<file path="src/rtl/tone_player.sv">
// rtl/tone_player.sv - command-driven square-wave note player for a buzzer pin
// Optional post-note articulation gap is compiled in by defining TONE_PLAYER_GAP_EN.
module tone_player #(
  parameter int unsigned CLK_HZ  = 12_000_000,
  parameter int unsigned BEAT_HZ = 8,
  parameter int unsigned DIV_W   = 16,
  parameter int unsigned DUR_W   = 8,
  parameter int unsigned GAP_CYC = 12000
) (
  input  logic             clk_in,
  input  logic             rst_n_in,
  input  logic             enable,
  input  logic             note_valid,
  output logic             note_ready,
  input  logic [4:0]       note_tone,
  input  logic [DUR_W-1:0] note_dur,
  output logic             busy,
  output logic             piano_out
);

  localparam int unsigned TICK_CYC = CLK_HZ / BEAT_HZ;
  localparam int unsigned TICK_W   = (TICK_CYC > 1) ? $clog2(TICK_CYC) : 1;
  localparam logic [TICK_W-1:0] TICK_LAST = TICK_W'(TICK_CYC - 1);

  localparam logic [1:0] S_IDLE = 2'd0;
  localparam logic [1:0] S_PLAY = 2'd1;
`ifdef TONE_PLAYER_GAP_EN
  localparam logic [1:0] S_GAP  = 2'd2;
  localparam int unsigned GAP_W = (GAP_CYC > 1) ? $clog2(GAP_CYC) : 1;
  localparam logic [GAP_W-1:0] GAP_LAST = GAP_W'(GAP_CYC - 1);
`endif

  // Half-period in clocks for tone codes 1..21; every other code is a rest.
  function automatic logic [DIV_W-1:0] half_calc(input int code);
    longint f10;
    if (code < 1 || code > 21) return '0;
    case ((code - 1) % 7)
      0:       f10 = 64'd2616;
      1:       f10 = 64'd2937;
      2:       f10 = 64'd3296;
      3:       f10 = 64'd3492;
      4:       f10 = 64'd3920;
      5:       f10 = 64'd4400;
      default: f10 = 64'd4939;
    endcase
    f10 = f10 << ((code - 1) / 7);
    return DIV_W'((longint'(CLK_HZ) * 64'd10) / (64'd2 * f10) - 64'd1);
  endfunction

  logic [DIV_W-1:0] half_tab [32];
  for (genvar g = 0; g < 32; g++) begin : g_half
    assign half_tab[g] = half_calc(g);
  end

  logic [1:0]        state_q, state_d;
  logic [4:0]        tone_q, tone_d;
  logic [DUR_W-1:0]  dur_q, dur_d;
  logic [DIV_W-1:0]  div_q, div_d;
  logic [TICK_W-1:0] pre_q, pre_d;
  logic              piano_q, piano_d;
  logic              ready_q, ready_d;
`ifdef TONE_PLAYER_GAP_EN
  logic [GAP_W-1:0]  gap_q, gap_d;
`endif

  logic             accept;
  logic             tone_is_note;
  logic [DIV_W-1:0] half_cur;
  logic             tick_wrap;
  logic             play_end;

  assign note_ready   = ready_q & enable;
  assign accept       = note_valid & note_ready;
  assign busy         = (state_q != S_IDLE);
  assign piano_out    = piano_q;
  assign tone_is_note = (tone_q != 5'd0) && (tone_q <= 5'd21);
  assign half_cur     = half_tab[tone_q];
  assign tick_wrap    = (pre_q == TICK_LAST);
  assign play_end     = tick_wrap && (dur_q == DUR_W'(1));

  always_comb begin
    state_d = state_q;
    tone_d  = tone_q;
    dur_d   = dur_q;
    div_d   = div_q;
    pre_d   = pre_q;
    piano_d = piano_q;
`ifdef TONE_PLAYER_GAP_EN
    gap_d   = gap_q;
`endif
    if (!enable) begin
      state_d = S_IDLE;
      tone_d  = '0;
      dur_d   = '0;
      div_d   = '0;
      pre_d   = '0;
      piano_d = 1'b0;
`ifdef TONE_PLAYER_GAP_EN
      gap_d   = '0;
`endif
    end else begin
      case (state_q)
        S_IDLE: begin
          if (accept) begin
            tone_d = note_tone;
            dur_d  = note_dur;
            div_d  = '0;
            pre_d  = '0;
            // A zero-length note is swallowed without leaving IDLE.
            if (note_dur != '0) state_d = S_PLAY;
          end
        end
        S_PLAY: begin
          if (play_end) begin
            // End of note beats a coincident divider toggle.
            piano_d = 1'b0;
            div_d   = '0;
            pre_d   = '0;
            dur_d   = '0;
`ifdef TONE_PLAYER_GAP_EN
            state_d = S_GAP;
            gap_d   = '0;
`else
            state_d = S_IDLE;
`endif
          end else begin
            if (tick_wrap) begin
              pre_d = '0;
              dur_d = dur_q - DUR_W'(1);
            end else begin
              pre_d = pre_q + TICK_W'(1);
            end
            if (tone_is_note) begin
              if (div_q == half_cur) begin
                div_d   = '0;
                piano_d = ~piano_q;
              end else begin
                div_d = div_q + DIV_W'(1);
              end
            end else begin
              div_d   = '0;
              piano_d = 1'b0;
            end
          end
        end
`ifdef TONE_PLAYER_GAP_EN
        S_GAP: begin
          piano_d = 1'b0;
          if (gap_q == GAP_LAST) begin
            state_d = S_IDLE;
            gap_d   = '0;
          end else begin
            gap_d = gap_q + GAP_W'(1);
          end
        end
`endif
        default: state_d = S_IDLE;
      endcase
    end
    ready_d = enable && (state_d == S_IDLE);
  end

  always_ff @(posedge clk_in or negedge rst_n_in) begin
    if (!rst_n_in) begin
      state_q <= S_IDLE;
      tone_q  <= '0;
      dur_q   <= '0;
      div_q   <= '0;
      pre_q   <= '0;
      piano_q <= 1'b0;
      ready_q <= 1'b0;
`ifdef TONE_PLAYER_GAP_EN
      gap_q   <= '0;
`endif
    end else begin
      state_q <= state_d;
      tone_q  <= tone_d;
      dur_q   <= dur_d;
      div_q   <= div_d;
      pre_q   <= pre_d;
      piano_q <= piano_d;
      ready_q <= ready_d;
`ifdef TONE_PLAYER_GAP_EN
      gap_q   <= gap_d;
`endif
    end
  end

endmodule

</file>
<file path="config.mk">
export PLATFORM = sky130hd
export DESIGN_NAME = tone_player
export DESIGN_NICKNAME = d
export VERILOG_FILES = /design/src/rtl/tone_player.sv
export SDC_FILE = /design/constraint.sdc
export NUM_CORES = 1
export LEC_CHECK = 0
export ABC_CLOCK_PERIOD_IN_PS = 5740
export CAP_MARGIN = 20
export CORE_MARGIN = 2
export CORE_UTILIZATION = 64
export CTS_CLUSTER_SIZE = 10
export DETAILED_ROUTE_END_ITERATION = 12
export PLACE_DENSITY = 0.87
export SYNTH_ARGS = -nofsm -noshare
export SYNTH_HDL_FRONTEND = slang
export SYNTH_SLANG_ARGS = --single-unit
</file>
<file path="constraint.sdc">
create_clock -name clk_in -period 5.74 [get_ports clk_in]
set_clock_uncertainty 0.15 [all_clocks]
set_input_delay 1.722 -clock clk_in [delete_from_list [all_inputs] [get_ports clk_in]]
set_output_delay 1.722 -clock clk_in [all_outputs]
set_load 0.01 [all_outputs]
</file>
==> results of run 1 <==
## final cells by class
type | count | area share, %
Multi-Input combinational cell | 369 | 56.34
Sequential cell | 54 | 32.52
Timing Repair Buffer | 22 | 4.998
Tap cell | 75 | 2.258
Clock buffer | 5 | 1.656
Inverter | 17 | 1.536
Clock inverter | 3 | 0.6926
## power breakdown
group          total, mW  internal, mW  switching [mW]
Combinational      0.108        0.0445          0.0636
Clock              0.232        0.0917           0.140
Sequential         0.396         0.387         0.00948
## sequential cells by signal, indices dropped and copies added (netlist names)
signal     count
pre_q         21
ready_q        1
div_q         16
dur_q          8
tone_q         5
state_q        2
piano_out      1
## cells in the mapped netlist, types with 12 or more instances
library cell and count:
inv_1 17, ha_1 15, nor2_1 19, clkbuf_1 12
dfrtp_1 54, nand3_1 22, and3_1 17, nand2_1 56
xor2_1 12, a21oi_1 19, nand2b_1 13, o21ai_0 41
o31ai_1 13
## metrics by stage
| stage | cell area (sq um) | setup WS (ns) | power (mW) | utilization (%) | hold slack (ns) |
|---|---|---|---|---|---|
| 2_1_floorplan | 3887 | 1.985 | 0.4753 | - | 0.2923 |
| 3_3_place_gp | 4058 | 0.9752 | 0.5073 | 68.94 | 0.3062 |
| 3_5_place_dp | 4058 | 0.9720 | 0.5101 | 68.94 | 0.3354 |
| 4_1_cts | 4155 | 0.9720 | 0.7387 | 70.60 | 0.3558 |
| 5_1_grt | 4155 | 0.9313 | 0.7649 | 70.60 | 0.3770 |
| 6_report | 4155 | 0.9773 | 0.7363 | 70.60 | 0.3574 |
## cell families (layout without fill, tap and decap cells)
group           after synthesis  count (layout)  share of synthesized area (%)
mux                           9               9                          2.317
flops                        54              54                          34.76
xor+xnor                     22              22                          4.956
other cells                   1               1                        0.09646
fa+ha+maj                    15              15                          4.828
compound gates              131             131                          21.76
buf+inv                      42              47                          5.021
simple gates                191             191                          26.26
## worst max-delay path: stages
cell	delay, ns
clkdlybuf4s50_1	0.48
and2_1	0.15
clkdlybuf4s50_1	0.54
## routing by layer
metal / vias up / share of wire [%]
li1: 1691 / -
met1: 1711 / 44
met2: 127 / 50
met3: 16 / 4.2
met4: 0 / 1.7
met5: - / 0
## final timing paths
check                      depth (start not counted)                  start               endpoint  slack (ns)
max in group asynchronous                          2               rst_n_in  piano_out$_DFFE_PN0P_        3.62
max reg2reg                                       10  tone_q[1]$_DFFE_PN0P_  div_q[15]$_DFFE_PN0P_        2.17
min                                                1  pre_q[19]$_DFFE_PN0P_  pre_q[19]$_DFFE_PN0P_        0.36
min in group asynchronous                          2               rst_n_in  div_q[14]$_DFFE_PN0P_        1.35
min reg2reg                                        1  pre_q[19]$_DFFE_PN0P_  pre_q[19]$_DFFE_PN0P_        0.36
max                                                3                 enable             note_ready        0.98
==> Implementation_results.wiki, run 1 <==
{| class="wikitable"
! Metric !! Value
|-
| Biggest area contributors in the synthesized netlist || dfrtp_1 35%, nand2_1 5.4%, o21ai_0 5.3%
|-
| Detailed-route vias per instance || 6.505
|-
| Number of synthesized flops with an enable pin || 0
|-
| CTS clk-pin slew, worst paths || approximately 0.1 ns
|-
| Setup crit end kind || primary output
|-
| Number of maximum-capacitance constraint violations || 0
|-
| Routed Wire Length || just under 9000 um
|-
| Number of antenna violations at the first check in global routing || 0
|-
| Setup TNS || 0 ns
|-
| Max Buffers Root-to-Sink || 2
|-
| Overflow left after global routing || 0
|-
| Main flop type after synthesis || dfrtp_1
|-
| Slew margin rel. || between 30 and 40%
|-
| First-pass GRT wire length || 14,750 um
|-
| Yosys reg bits || 54
|-
| Residual DRC || 0
|-
| Commonest non-fill, non-tap cell in the layout || nand2_1
|-
| Clock H-tree levels || 2
|-
| Power density normalized to cell area || 177.2 mW/mm^2
|-
| Clock tree from TritonCTS || yes
|-
| Hold-fix buffer count after cts || 0
|-
| Fin cells || 545
|-
| Vertical extent of the die || 81.94 um
|-
| Critical path startpoint category || input pin
|-
| Data arrival time of the critical path || slightly below 3 ns
|-
| Result of the run || complete, no violations
|-
| Leak Pwr || 1.760 nW
|-
| Portion of the clock cycle consumed by the worst path in the final layout || 82.97%
|-
| Post-CTS Setup Repair Bufs || 0
|-
| Residual antenna-violating net count after detailed routing || 0
|-
| Clock buffer count from CTS || 5
|-
| Die X || about 82 um
|-
| Multi-input gate area || roughly 0.0023 sq mm
|-
| Area share of the largest cell type after synthesis || 34.76%
|-
| Worst Max-Slew Pin Slew || 0.9006 ns
|-
| Cell at the root of the clock tree || clkbuf_8
|-
| Class of the most critical setup path || input pin to primary output
|-
| Clock sink count || between 50 and 60
|-
| Fillcell total || 453
|-
| Count of instances resized after the clock tree is built || 0
|-
| Final weighted congestion in routability-driven placement || 0.9028
|-
| Final hold vios || 0
|-
| Met1 track demand over resource in global routing || between 30% and 40%
|-
| Final net count || 501
|-
| Required time reported for the critical path endpoint || 3.87 ns
|-
| Highest-utilization routing layer at the global route stage || met2
|-
| Register area || 0.001351 sq mm
|-
| Unique masters post-synth || 58
|-
| Synth warnings || 0
|-
| Initial cell density of the core || ~66%
|-
| Router iterations before antenna repair || 5
|-
| Crit-path max FO || 2
|-
| Starting DRC count in detailed routing || 226
|-
| Clock network latency to the later pin of the worst-skew pair || 0.32 ns
|-
| Cell count after placement || 537
|-
| Area overhead of the layout relative to synthesis || 6.888%
|-
| Pin count of the biggest net entering global routing || 55
|-
| Setup-failing EPs final || 0
|-
| Placeable core region || 0.005886 sq mm
|-
| Combined area of all synthesized cells || 0.003887 sq mm
|-
| Via count || 3,545
|-
| Mapped Nets || approximately 500
|-
| Number of port buffers || 19
|-
| Vias in the first global route || 3,225
|-
| Proportion of synthesized flip-flops having asynchronous set or reset || 100.0%
|-
| Cell type with the highest aggregate area in the netlist || dfrtp_1
|-
| I/O pin count || 20
|-
| Cell count after synthesis || 465
|-
| Overall fraction of global-route tracks in use || approximately 28%
|-
| Share of final-layout standard cells stronger than drive strength 1 || under 10%
|-
| Most frequent cells in the layout || 56 x nand2_1, 54 x dfrtp_1, 41 x o21ai_0
|-
| Row count || 28
|-
| HPWL after DPL || 6233 um
|-
| Die footprint || 0.006713 sq mm
|-
| Share of synthesized area occupied by flip-flops and latches || 34.76%
|-
| Worst min path class || flop to flop
|-
| Mean Syn Cell Area || 8.360 sq um
|-
| Met3 track utilization from global routing || 4.286%
|-
| Unrepaired setup endpoints after global routing || false
|-
| Routed wirelength normalized by instance count || 16.32 um
|-
| Final critical path time including I/O delays and setup || 4.763 ns
|-
| Worst voltage drop across the vdd grid || 0.1135 mV
|-
| Met2 capacity usage during global routing || 48.54%
|-
| Highest achievable clock rate || between 0.2 and 0.25 GHz
|-
| Final max-slew violation count || 0
|-
| Antenna diode instance count || 0
|}
Note: power is estimated with default switching activity, not from simulation.
==> run 2, diff against run 1 <==
==> config.mk (replaced) <==
export PLATFORM = sky130hd
export DESIGN_NAME = tone_player
export DESIGN_NICKNAME = d
export VERILOG_FILES = /design/src/rtl/tone_player.sv
export SDC_FILE = /design/constraint.sdc
export NUM_CORES = 1
export LEC_CHECK = 0
export ABC_CLOCK_PERIOD_IN_PS = 4600
export CAP_MARGIN = 20
export CORE_MARGIN = 2
export CORE_UTILIZATION = 61
export CTS_CLUSTER_SIZE = 10
export DETAILED_ROUTE_END_ITERATION = 12
export PLACE_DENSITY = 0.84
export SYNTH_ARGS = -nofsm -noshare
export SYNTH_HDL_FRONTEND = slang
export SYNTH_SLANG_ARGS = --single-unit
==> constraint.sdc (replaced) <==
create_clock -name clk_in -period 4.6 [get_ports clk_in]
set_clock_uncertainty 0.15 [all_clocks]
set_input_delay 1.38 -clock clk_in [delete_from_list [all_inputs] [get_ports clk_in]]
set_output_delay 1.38 -clock clk_in [all_outputs]
set_load 0.01 [all_outputs]
==> Implementation_results.wiki, run 2 (same netlist as run 1, synthesis figures left out) <==
{| class="wikitable"
! Metric !! Value
|-
| Antenna diode instance count || 0 (unchanged)
|-
| Cell count after placement || 542 (+0.93%)
|-
| Die X || 83.83 um (+2.3%)
|-
| Power density normalized to cell area || 219.2 mW/mm^2 (+24%)
|-
| Detailed-route vias per instance || 6.422 (-1.3%)
|-
| Required time reported for the critical path endpoint || 3.07 ns (-0.80 ns)
|-
| Max Buffers Root-to-Sink || 2 (unchanged)
|-
| Register with the highest flop count || pre_q
|-
| Worst min path class || flop to flop
|-
| Worst voltage drop across the vdd grid || 0.1388 mV (+22%)
|-
| First-pass GRT wire length || 15,210 um (+3.1%)
|-
| Share of final-layout standard cells stronger than drive strength 1 || 4.440% (+0.61 points)
|-
| Hold-fix buffer count after cts || 0 (unchanged)
|-
| Row count || 29 (+3.6%)
|-
| Post-CTS Setup Repair Bufs || 0 (unchanged)
|-
| Commonest non-fill, non-tap cell in the layout || nand2_1
|-
| Clock sink count || 54 (unchanged)
|-
| Residual DRC || 0 (unchanged)
|-
| Setup TNS || 0 ns (unchanged)
|-
| HPWL after DPL || 6344 um (+1.8%)
|-
| Worst Max-Slew Pin Slew || 0.9077 ns (+0.007101 ns)
|-
| Portion of the clock cycle consumed by the worst path in the final layout || 88.56%
|-
| Final weighted congestion in routability-driven placement || 0.9885 (+9.5%)
|-
| Crit-path max FO || 2 (unchanged)
|-
| Number of maximum-capacitance constraint violations || 0 (unchanged)
|-
| Setup-failing EPs final || 0 (unchanged)
|-
| Clock H-tree levels || 2 (unchanged)
|-
| Fin cells || 550 (+0.92%)
|-
| Overflow left after global routing || 0 (unchanged)
|-
| Fillcell total || 535 (+18%)
|-
| Critical path startpoint category || input pin
|-
| Data arrival time of the critical path || 2.54 ns (-0.35 ns)
|-
| Pin count of the biggest net entering global routing || 33 (-40%)
|-
| Final critical path time including I/O delays and setup || 4.074 ns
|-
| Final hold vios || 0 (unchanged)
|-
| Clock tree from TritonCTS || yes
|-
| Routed wirelength normalized by instance count || 16.04 um (-1.8%)
|-
| Starting DRC count in detailed routing || 211 (-6.6%)
|-
| Class of the most critical setup path || input pin to primary output
|-
| Setup crit end kind || primary output
|-
| Router iterations before antenna repair || 5 (unchanged)
|-
| Clock network latency to the later pin of the worst-skew pair || 0.32 ns (about the same)
|-
| Leak Pwr || 1.772 nW (+0.70%)
|-
| Final max-slew violation count || 0 (unchanged)
|-
| Minimum hold slack || 0.3335 ns (-0.02396 ns)
|-
| Cell at the root of the clock tree || clkbuf_8
|-
| Overall fraction of global-route tracks in use || 25.70% (-2.2 points)
|-
| Slew margin rel. || 39.48% (-0.47 points)
|-
| Worst setup slack after layout || 0.5260 ns (-0.4513 ns)
|-
| Overall power consumption || 0.9156 mW (+24%)
|-
| Clock buffer count from CTS || 5 (unchanged)
|-
| Unrepaired setup endpoints after global routing || false
|-
| Final net count || 504 (+0.60%)
|-
| Highest achievable clock rate || 0.2455 GHz
|-
| Die footprint || 0.007027 sq mm (+4.7%)
|-
| CTS clk-pin slew, worst paths || 0.10 ns (about the same)
|-
| Largest registers || pre_q: 21 flops, div_q: 16 flops, dur_q: 8 flops
|-
| Placeable core region || 0.006241 sq mm (+6.0%)
|-
| Via count || 3,532 (-0.37%)
|-
| Count of instances resized after the clock tree is built || 0 (unchanged)
|-
| Vertical extent of the die || 83.83 um (+2.3%)
|-
| Initial cell density of the core || 62.29% (-3.8 points)
|-
| Routed Wire Length || 8820 um (-0.85%)
|-
| Residual antenna-violating net count after detailed routing || 0 (unchanged)
|-
| Area overhead of the layout relative to synthesis || 7.467%
|-
| Number of port buffers || 19 (unchanged)
|-
| I/O pin count || 20 (unchanged)
|-
| Max FFs per register || 21 (unchanged)
|-
| Setup slack at placement || 0.5213 ns (-0.4506 ns)
|-
| Vias in the first global route || 3,291 (+2.0%)
|-
| Most frequent cells in the layout || 56 x nand2_1, 54 x dfrtp_1, 41 x o21ai_0
|-
| Result of the run || complete, no violations
|-
| Number of antenna violations at the first check in global routing || 0 (unchanged)
|}
run 2: cell types whose count changed in the layout (fill, tap and decap cells not counted):
cell   delta
inv_8     -1
inv_6     +1
buf_4     +3
run 2: cell type report:
type                    count  area [sq um]  share of cell area [%]
repair buffers             25         230.2                   5.511
flip-flops and latches     54          1351                   32.35
well taps                  77         96.34                   2.306
clock buffers               5         68.82                   1.647
clock inverters             3         26.28                  0.6289
inverters                  17         63.81                   1.527
multi-input cells         369          2341                   56.03
run 2: metrics by stage:
step           area [sq um]  util, %
4_1_cts                4178    66.94
3_5_place_dp           4083    65.42
5_1_grt                4178    66.94
2_1_floorplan          3887        -
3_3_place_gp           4083    65.42
6_report               4178    66.94
run 2: routing by layer:
layer	track usage (%)	part of all wire (%)
met1	34.59	44
met2	43.64	51
met3	2.967	4.0
met4	7.771	1.6
met5	0	0
run 2: worst max-delay path: stages:
cell and delay (ns):
clkdlybuf4s50_1 0.48, and2_1 0.14, clkdlybuf4s50_1 0.54
run 2: power by group:
part           leakage [nW]  internal [mW]  switching [mW]
sequential            0.742          0.483          0.0121
combinational         0.981         0.0569          0.0792
clock                0.0491          0.113           0.172
total                  1.77          0.652           0.264
run 2: final timing paths:
| kind | start | to | slack, ns | cells past startpoint |
|---|---|---|---|---|
| max reg2reg | tone_q[1]$_DFFE_PN0P_ | div_q[8]$_DFFE_PN0P_ | 1.05 | 10 |
| max in group asynchronous | rst_n_in | dur_q[3]$_DFFE_PN0P_ | 2.61 | 2 |
| min reg2reg | pre_q[20]$_DFFE_PN0P_ | pre_q[20]$_DFFE_PN0P_ | 0.33 | 1 |
| min in group asynchronous | rst_n_in | div_q[14]$_DFFE_PN0P_ | 0.89 | 1 |
| min | pre_q[20]$_DFFE_PN0P_ | pre_q[20]$_DFFE_PN0P_ | 0.33 | 1 |
| max | enable | note_ready | 0.53 | 3 |
==> run 3, diff against run 2 <==
--- a/config.mk
+++ b/config.mk
@@ -12,6 +12,7 @@
 export CTS_CLUSTER_SIZE = 10
 export DETAILED_ROUTE_END_ITERATION = 12
 export PLACE_DENSITY = 0.84
+export RECOVER_POWER = 100
 export SYNTH_ARGS = -nofsm -noshare
 export SYNTH_HDL_FRONTEND = slang
 export SYNTH_SLANG_ARGS = --single-unit
==> Implementation_results.wiki, run 3 (same netlist as run 1, synthesis figures left out) <==
{| class="wikitable"
! Metric !! Value
|-
| Slowest cell on crit path || dlygate4sd3_1
|-
| Met3 Routed Length || 398 um (+14%)
|-
| Result of the run || finished with violations
|-
| Final net count || 504 (unchanged)
|-
| Setup crit end kind || primary output
|-
| Worst Hold Depth || 1 (unchanged)
|-
| Share of final-layout standard cells stronger than drive strength 1 || 3.171% (-1.3 points)
|-
| Worst voltage drop across the vdd grid || 0.1386 mV (-0.14%)
|-
| Final critical path time including I/O delays and setup || 4.227 ns (+0.1526 ns)
|-
| Overall fraction of global-route tracks in use || 25.70% (unchanged)
|-
| Post-CTS Setup Repair Bufs || 0 (unchanged)
|-
| Final max-slew violation count || 0 (unchanged)
|-
| Class of the most critical setup path || input pin to primary output
|-
| Row count || 29 (unchanged)
|-
| Detail Route met2 WL || 4433 um (-0.72%)
|-
| Overflow left after global routing || 0 (unchanged)
|-
| Antenna diode instance count || 0 (unchanged)
|-
| Number of port buffers || 19 (unchanged)
|-
| Depth of the most critical reg-to-reg path || 10 (unchanged)
|-
| Via count || 3,544 (+0.34%)
|-
| Residual DRC || 0 (unchanged)
|-
| Router iterations before antenna repair || 6 (+1)
|-
| Setup-failing EPs final || 0 (unchanged)
|-
| Portion of the clock cycle consumed by the worst path in the final layout || 91.88% (+3.3 points)
|-
| Count of instances resized after the clock tree is built || 0 (unchanged)
|-
| Required time reported for the critical path endpoint || 3.07 ns (about the same)
|-
| Critical path launch point || enable
|-
| Most frequent cells in the layout || 56 x nand2_1, 54 x dfrtp_1, 46 x o21ai_0
|-
| Pin count of the biggest net entering global routing || 33 (unchanged)
|-
| Violations in the final reports || capacitance limit
|-
| Die footprint || 0.007027 sq mm (unchanged)
|-
| Routed Wire Length || 8846 um (+0.29%)
|-
| First-pass GRT wire length || 15,210 um (unchanged)
|-
| Setup TNS || 0 ns (unchanged)
|-
| I/O pin count || 20 (unchanged)
|-
| Vias in the first global route || 3,291 (unchanged)
|-
| Vertical extent of the die || 83.83 um (unchanged)
|-
| Final hold vios || 0 (unchanged)
|-
| Reg2reg start || tone_q[1]$_DFFE_PN0P_
|-
| Fin cells || 550 (unchanged)
|-
| CP dominant cell by count || dlygate4sd3_1
|-
| Peak per-stage delay on the critical path || 0.60 ns (+0.06 ns)
|-
| Detailed-route vias per instance || 6.444 (+0.34%)
|-
| Starting DRC count in detailed routing || 207 (-1.9%)
|-
| HPWL after DPL || 6344 um (unchanged)
|-
| Crit path capture || note_ready
|-
| CTS clk-pin slew, worst paths || 0.10 ns (about the same)
|-
| RR Endpoint || div_q[14]$_DFFE_PN0P_
|-
| Wire length on met1 || 3879 um (+0.49%)
|-
| Max Used Layer || met4
|-
| Clock tree from TritonCTS || yes
|-
| Data arrival time of the critical path || 2.70 ns (+0.16 ns)
|-
| Fillcell total || 541 (+1.1%)
|-
| Commonest non-fill, non-tap cell in the layout || nand2_1
|-
| Crit-path cells || dlygate4sd3_1 > and2_0 > dlygate4sd3_1
|-
| Critical path startpoint category || input pin
|-
| Placeable core region || 0.006241 sq mm (unchanged)
|-
| Cell at the root of the clock tree || clkbuf_8
|-
| Number of antenna violations at the first check in global routing || 0 (unchanged)
|-
| Power density normalized to cell area || 219.1 mW/mm^2 (about the same)
|-
| Area overhead of the layout relative to synthesis || 6.984%
|-
| Clock buffer count from CTS || 5 (unchanged)
|-
| Worst Max-Slew Pin Slew || 1.495 ns (+0.5876 ns)
|-
| Highest achievable clock rate || 0.2366 GHz (-3.6%)
|-
| Hold-fix buffer count after cts || 0 (unchanged)
|-
| Leak Pwr || 1.757 nW (-0.84%)
|-
| Clock H-tree levels || 2 (unchanged)
|-
| Minimum hold slack || 0.3355 ns (+0.002083 ns)
|-
| Overall power consumption || 0.9112 mW (-0.49%)
|-
| Final weighted congestion in routability-driven placement || 0.9885 (unchanged)
|-
| Register-to-register setup slack || 0.81 ns (-0.24 ns)
|-
| Cell count after placement || 542 (unchanged)
|-
| Routed wirelength normalized by instance count || 16.08 um (+0.29%)
|-
| Largest registers || pre_q: 21 flops, div_q: 16 flops, dur_q: 8 flops
|-
| Initial cell density of the core || 62.29% (unchanged)
|-
| Clock network latency to the later pin of the worst-skew pair || 0.32 ns (about the same)
|-
| Max FFs per register || 21 (unchanged)
|-
| Register with the highest flop count || pre_q
|-
| Die X || 83.83 um (unchanged)
|-
| Clock sink count || 54 (unchanged)
|-
| Unrepaired setup endpoints after global routing || false
|-
| Number of maximum-capacitance constraint violations || 1 (+1)
|-
| Worst min path class || flop to flop
|-
| Core utilization of the finished layout || 66.64% (-0.30 points)
|-
| Max Buffers Root-to-Sink || 2 (unchanged)
|-
| Residual antenna-violating net count after detailed routing || 0 (unchanged)
|-
| Slew margin rel. || 0.3086% (-39 points)
|-
| Crit-path max FO || 2 (unchanged)
|}
[run 3: through the flow]
step | area (sq um) | setup slack (ns)
2_1_floorplan | 3887 | 1.424
3_5_place_dp | 4083 | 0.5213
5_1_grt | 4159 | 0.3218
4_1_cts | 4178 | 0.5214
6_report | 4159 | 0.3734
3_3_place_gp | 4083 | 0.5187
[run 3: worst min path at each step]
| stage | slack, ns | endpoint | from |
|---|---|---|---|
| after global routing | 0.36 | pre_q[20]$_DFFE_PN0P_ | pre_q[20]$_DFFE_PN0P_ |
| after global placement | 0.31 | pre_q[20]$_DFFE_PN0P_ | pre_q[20]$_DFFE_PN0P_ |
| final | 0.34 | pre_q[20]$_DFFE_PN0P_ | pre_q[20]$_DFFE_PN0P_ |
| after floorplan | 0.29 | pre_q[20]$_DFFE_PN0P_ | pre_q[20]$_DFFE_PN0P_ |
| after detailed placement | 0.32 | pre_q[20]$_DFFE_PN0P_ | pre_q[20]$_DFFE_PN0P_ |
| after CTS | 0.33 | pre_q[20]$_DFFE_PN0P_ | pre_q[20]$_DFFE_PN0P_ |
[run 3: power breakdown]
group,total (mW),switching [mW],internal [mW],leakage (nW)
clock network,0.285,0.173,0.113,0.0491
registers,0.495,0.0120,0.483,0.742
logic,0.131,0.0789,0.0523,0.966
[run 3: layout make-up]
cell class | instances | area [sq um] | area share, %
well taps | 77 | 96.34 | 2.316
inverters | 17 | 63.81 | 1.534
repair buffers | 25 | 214.0 | 5.144
flip-flops and latches | 54 | 1351 | 32.49
clock inverters | 3 | 26.28 | 0.6318
multi-input cells | 369 | 2338 | 56.23
clock buffers | 5 | 68.82 | 1.655
[run 3: worst max-delay path, delay by kind of cell]
family,cells,cell delay (ns)
simple gates,1,0.16
buf+inv,2,1.16
[run 3: layer usage]
layer / track usage [%] / vias to the layer above
met1: 34.59 / 1709
met3: 2.967 / 14
met2: 43.64 / 118
li1: - / 1703
met4: 7.771 / 0
met5: 0 / -
